## src/rtl/wb_stage.sv

```systemverilog
// rtl/wb_stage.sv - RV32I writeback stage: MEM/WB register, load extraction, regfile write port
// Optional retire counter built only when WB_INSTRET_EN is defined.
module wb_stage #(
    parameter int DATA_W = 32,
    parameter int ADDR_W = 5
) (
    input  logic              clk_i,
    input  logic              rst_ni,
    input  logic              mem_valid_i,
    input  logic              mem_rd_wren_i,
    input  logic [ADDR_W-1:0] mem_rd_addr_i,
    input  logic [1:0]        mem_wb_sel_i,
    input  logic [DATA_W-1:0] mem_alu_data_i,
    input  logic [DATA_W-1:0] mem_pc_i,
    input  logic [DATA_W-1:0] mem_ld_data_i,
    input  logic [2:0]        mem_ld_funct3_i,
    input  logic [1:0]        mem_ld_off_i,
    input  logic              stall_i,
    input  logic              flush_i,
    output logic              regs_wr_en_o,
    output logic [ADDR_W-1:0] rd_addr_o,
    output logic [DATA_W-1:0] rd_data_o,
    output logic              wb_valid_o,
    output logic [31:0]       instret_o
);

    logic              valid_q;
    logic              wren_q;
    logic [ADDR_W-1:0] rd_addr_q;
    logic [1:0]        wb_sel_q;
    logic [DATA_W-1:0] alu_q;
    logic [DATA_W-1:0] pc_q;
    logic [DATA_W-1:0] ld_q;
    logic [2:0]        funct3_q;
    logic [1:0]        off_q;

    always_ff @(posedge clk_i or negedge rst_ni) begin
        if (!rst_ni) begin
            valid_q   <= 1'b0;
            wren_q    <= 1'b0;
            rd_addr_q <= '0;
            wb_sel_q  <= '0;
            alu_q     <= '0;
            pc_q      <= '0;
            ld_q      <= '0;
            funct3_q  <= '0;
            off_q     <= '0;
        end else if (flush_i) begin
            // Only valid is cleared; the remaining fields are dead once valid is 0.
            valid_q <= 1'b0;
        end else if (!stall_i) begin
            valid_q   <= mem_valid_i;
            wren_q    <= mem_rd_wren_i;
            rd_addr_q <= mem_rd_addr_i;
            wb_sel_q  <= mem_wb_sel_i;
            alu_q     <= mem_alu_data_i;
            pc_q      <= mem_pc_i;
            ld_q      <= mem_ld_data_i;
            funct3_q  <= mem_ld_funct3_i;
            off_q     <= mem_ld_off_i;
        end
    end

    logic [7:0]        ld_byte;
    logic [15:0]       ld_half;
    logic [DATA_W-1:0] ld_ext;

    always_comb begin
        ld_byte = ld_q[{off_q, 3'b000} +: 8];
        // Halfword ignores off[0]; misalignment is handled upstream.
        ld_half = ld_q[{off_q[1], 4'b0000} +: 16];
        case (funct3_q)
            3'b000:  ld_ext = {{(DATA_W-8){ld_byte[7]}}, ld_byte};
            3'b100:  ld_ext = {{(DATA_W-8){1'b0}}, ld_byte};
            3'b001:  ld_ext = {{(DATA_W-16){ld_half[15]}}, ld_half};
            3'b101:  ld_ext = {{(DATA_W-16){1'b0}}, ld_half};
            default: ld_ext = ld_q;
        endcase
    end

    always_comb begin
        case (wb_sel_q)
            2'b01:   rd_data_o = ld_ext;
            2'b10:   rd_data_o = pc_q + DATA_W'(4);
            default: rd_data_o = alu_q;
        endcase
    end

    assign regs_wr_en_o = valid_q & wren_q & (rd_addr_q != '0);
    assign rd_addr_o    = rd_addr_q;
    assign wb_valid_o   = valid_q;

`ifdef WB_INSTRET_EN
    logic [31:0] instret_q;

    // Retirement is the instruction leaving WB, so a same-edge flush does not cancel it.
    always_ff @(posedge clk_i or negedge rst_ni) begin
        if (!rst_ni) begin
            instret_q <= '0;
        end else if (valid_q && !stall_i) begin
            instret_q <= instret_q + 32'd1;
        end
    end

    assign instret_o = instret_q;
`else
    assign instret_o = '0;
`endif

endmodule

```

## config.mk

```make
export PLATFORM = sky130hd
export DESIGN_NAME = wb_stage
export DESIGN_NICKNAME = d
export VERILOG_FILES = /design/src/rtl/wb_stage.sv
export SDC_FILE = /design/constraint.sdc
export NUM_CORES = 1
export LEC_CHECK = 0
export CORE_MARGIN = 8
export CORE_UTILIZATION = 30
export CTS_CLUSTER_DIAMETER = 120
export CTS_CLUSTER_SIZE = 30
export DETAILED_ROUTE_END_ITERATION = 12
export GPL_TIMING_DRIVEN = 0
export PLACE_DENSITY_LB_ADDON = 0.15
export SLEW_MARGIN = 25
export SYNTH_ARGS = -nofsm -noshare
export SYNTH_HDL_FRONTEND = slang
export SYNTH_SLANG_ARGS = --single-unit
```

## constraint.sdc

```tcl
create_clock -name clk_i -period 2 [get_ports clk_i]
set_clock_uncertainty 0.1 [all_clocks]
set_input_delay 0.4 -clock clk_i [delete_from_list [all_inputs] [get_ports clk_i]]
set_output_delay 0.4 -clock clk_i [all_outputs]
set_load 0.01 [all_outputs]
```

==> results of run 1 <==
-- report_power, final --
part           switching, mW  total (mW)  internal [mW]
logic                   1.35        2.82           1.47
registers              0.366        2.92           2.55
clock network          0.928        1.93           1.00
-- Yosys cell counts (all sizes together) (2+ instances only) --
cell / number
and4: 3
mux2i: 9
nor3: 4
a221o: 4
mux2: 101
a22oi: 7
nor2b: 10
a31oi: 2
or3: 2
nand2b: 5
nand2: 25
a2bb2oi: 3
and2: 2
clkbuf: 18
nor4: 5
xor2: 14
a221oi: 22
inv: 9
a21oi: 13
buf: 45
and3: 4
nand3: 13
mux4: 2
a211oi: 2
nand4: 12
dfrtp: 110
o21ai: 37
nor2: 21
ha: 3
o22ai: 10
xnor2: 13
-- state kept, by name, summed over array words and instances (netlist names) --
name	count
wb_sel_q	2
ld_q	32
funct3_q	3
alu_q	32
wb_valid_o	1
pc_q	32
wren_q	1
rd_addr_o	5
off_q	2
-- critical path: stages, from the launching register on --
cell and delay (ps):
dfrtp_1 380, inv_1 90, ha_4 340, nand2b_4 190, nor4_4 50, buf_6 150, a221oi_1 360, o21ai_1 190
buf_2 180
-- logic make-up after synthesis --
logic type      count (synthesis)  synth area share (%)
fa+ha+maj                       3                0.6229
flops                         110                 45.67
simple gates                  111                 10.03
buf+inv                        72                 6.892
xor+xnor                       27                 3.924
compound gates                105                 11.69
other cells                     1               0.06222
mux                           112                 21.11
-- timing repair --
action	CTS	global route
setup endpoints to repair	136	63
pin swaps	24	22
buffers inserted	19	25
endpoints found under the hold margin	47	0
gates cloned	1	0
hold buffers	1	0
resized for setup	216	71
-- per-stage QoR --
stage / utilization (%) / cells / setup WS [ps]
CTS: 43.83 / 1031 / -881.4
global route: 46.25 / 1056 / -868.0
global placement: 40.25 / 994 / -4287
detailed placement: 40.40 / 995 / -1129
floorplan: - / 572 / -174.6
finish: 46.25 / 1056 / -800.6
-- path summary, 6_finish.rpt --
kind	to	slack (ps)
hold reg to reg	alu_q[11]	410
hold / removal	alu_q[11]	410
min in group asynchronous	rd_addr_o[4]	430
max in group asynchronous	pc_q[13]	660
setup / recovery	rd_data_o[19]	-800
setup reg to reg	off_q[1]	700
-- area by class of cell --
cell class / instances / area share (%)
plain buffers: 62 / 5.201
clock buffers: 9 / 2.438
clock inverters: 7 / 0.9752
inverters: 9 / 0.4063
multi-input cells: 390 / 37.76
flip-flops and latches: 110 / 29.96
well taps: 270 / 3.657
repair buffers: 199 / 19.60
-- cell usage in the layout, fill, tap and decap left out, types with 7 or more instances in the layout --
master	Yosys	final
nand2_1	25	24
conb_1	1	32
o21ai_1	1	20
nand4_1	12	12
a221oi_2	0	11
xnor2_1	13	12
o21ai_0	36	11
a21oi_1	13	10
inv_1	9	8
clkdlybuf4s50_1	0	118
mux2i_1	9	7
dfrtp_1	110	98
nor2_1	21	16
nand3_1	13	11
buf_2	11	31
buf_4	33	66
buf_6	1	20
mux2_2	101	101
dfrtp_2	0	12
o22ai_1	10	7
clkbuf_16	0	9
xor2_1	14	13
-- metal layers --
metal / GRT usage [%] / up-vias / wire length, um
li1: - / 2418 / -
met1: 22.94 / 2609 / 9745
met2: 28.83 / 179 / 10350
met3: 5.023 / 18 / 1746
met4: 4.624 / 0 / 269
met5: 0 / - / 0
==> flow_metrics.env, run 1 <==
export IMPL_status="finished with violations"
export IMPL_violations="setup timing"
export IMPL_p_leak_nw=3.781
export IMPL_fp_row_count=52
export IMPL_multi_input_area_mm2=0.003488
export IMPL_vias=5224
export IMPL_timing_final_ws_setup_ps=-800.6
export IMPL_seq_area_mm2=0.002768
export IMPL_clk_path_buf_depth=2
export IMPL_clkTransAtPathRegs_ps=80
export IMPL_ys_ff_latch=110
export IMPL_cp_data_arrival_time_ps=2300
export IMPL_hold_depth=1
export IMPL_async_flop_share_pct=100.0
export IMPL_cp_required_ps=1500
export IMPL_grt_util_all_layers_pct=17.82
export IMPL_power_density_mw_per_mm2=830.2
export IMPL_drive_gt1_share_pct=43.00
export IMPL_fin_crit_ps=2801
export IMPL_synth_edf_count=0
export IMPL_place_congestion=0.8175
export IMPL_grt_pass1_wl_um=32910
export IMPL_clock_sinks=110
export IMPL_grt_setup_unrepaired="yes"
export IMPL_diodes=0
export IMPL_overflow=0
export IMPL_ir_worst_vdd_mv=0.5261
export IMPL_dp_hpwl_um=17130
export IMPL_cts_root_buffer="clkbuf_16"
export IMPL_fin_nets=898
export IMPL_drc=0
export IMPL_antenna_found_initial=0
export IMPL_io_pins=185
export IMPL_cts_tree="built"
export IMPL_hp_start="alu_q[11]"
export IMPL_crit_type="flop to output pin"
export IMPL_design_area_mm2=0.009238
export IMPL_port_buffers=152
export IMPL_p_total_mw=7.669
export IMPL_ff2ff_path_depth=4
export IMPL_yosys_warnings=0
export IMPL_endpoint_kind="output pin"
export IMPL_worst_skew_pair_late_latency_ps=360
export IMPL_vias_per_cell=4.947
export IMPL_chipHeight_um=157.7
export IMPL_setup_violations=33
export IMPL_hold_path_class="flop to flop"
export IMPL_dr_pass1_iters=5
export IMPL_maxSlewViolCount=0
export IMPL_syn_cell_area_mm2=0.006027
export IMPL_cts_made_buffers=9
export IMPL_synth_area_per_cell_um2=11.14
export IMPL_drtIter0Drc=252
export IMPL_ys_flop_type="dfrtp_1"
export IMPL_ant_nets=0
export IMPL_dpl_cell_area_mm2=0.008069
export IMPL_start_util_pct=30.17
export IMPL_die_area_mm2=0.02488
export IMPL_synth_largest_area_cell="dfrtp_1"
export IMPL_die_w_um=157.7
export IMPL_max_freq_mhz=357.1
export IMPL_wl_um=22110
export IMPL_relSlewSlack_pct=57.38
export IMPL_nFillCells=1892
export IMPL_final_setup_tns_ps=-21490
export IMPL_fp_coreArea_mm2=0.01997
export IMPL_worst_pin_slew_ps=639.2
export IMPL_grt_pass1_vias=5430
export IMPL_syn_inst=541
export IMPL_cp_start_kind="flop"
export IMPL_synth_area_top_cells="dfrtp_1 46%, mux2_2 19%, buf_4 4.1%"
export IMPL_crit_fanout=9
export IMPL_area_delta_synth_final_pct=53.27
export IMPL_hold_slack_ps=413.1
export IMPL_startpoint="wb_sel_q[0]"
export IMPL_drt_wirelength_per_cell_um=20.94
export IMPL_hold_viol=0
export IMPL_yosysUniqueCellTypes=46
export IMPL_synth_top_area_share_pct=45.67
export IMPL_period_share_pct=140.0
export IMPL_synth_seq_area_share_pct=45.67
export IMPL_r2r_start="off_q[1]"
export IMPL_cts_htree_levels=3
export IMPL_grt_max_degree=64
export IMPL_drv_cap=0
No activity file was read; power rests on OpenSTA's default activity.
==> inputs of run 2 (changes only) <==
- ABC_CLOCK_PERIOD_IN_PS: unset -> 2000
==> results of run 2 <==
Final layout, timing and power as in run 1 (identical DEF).
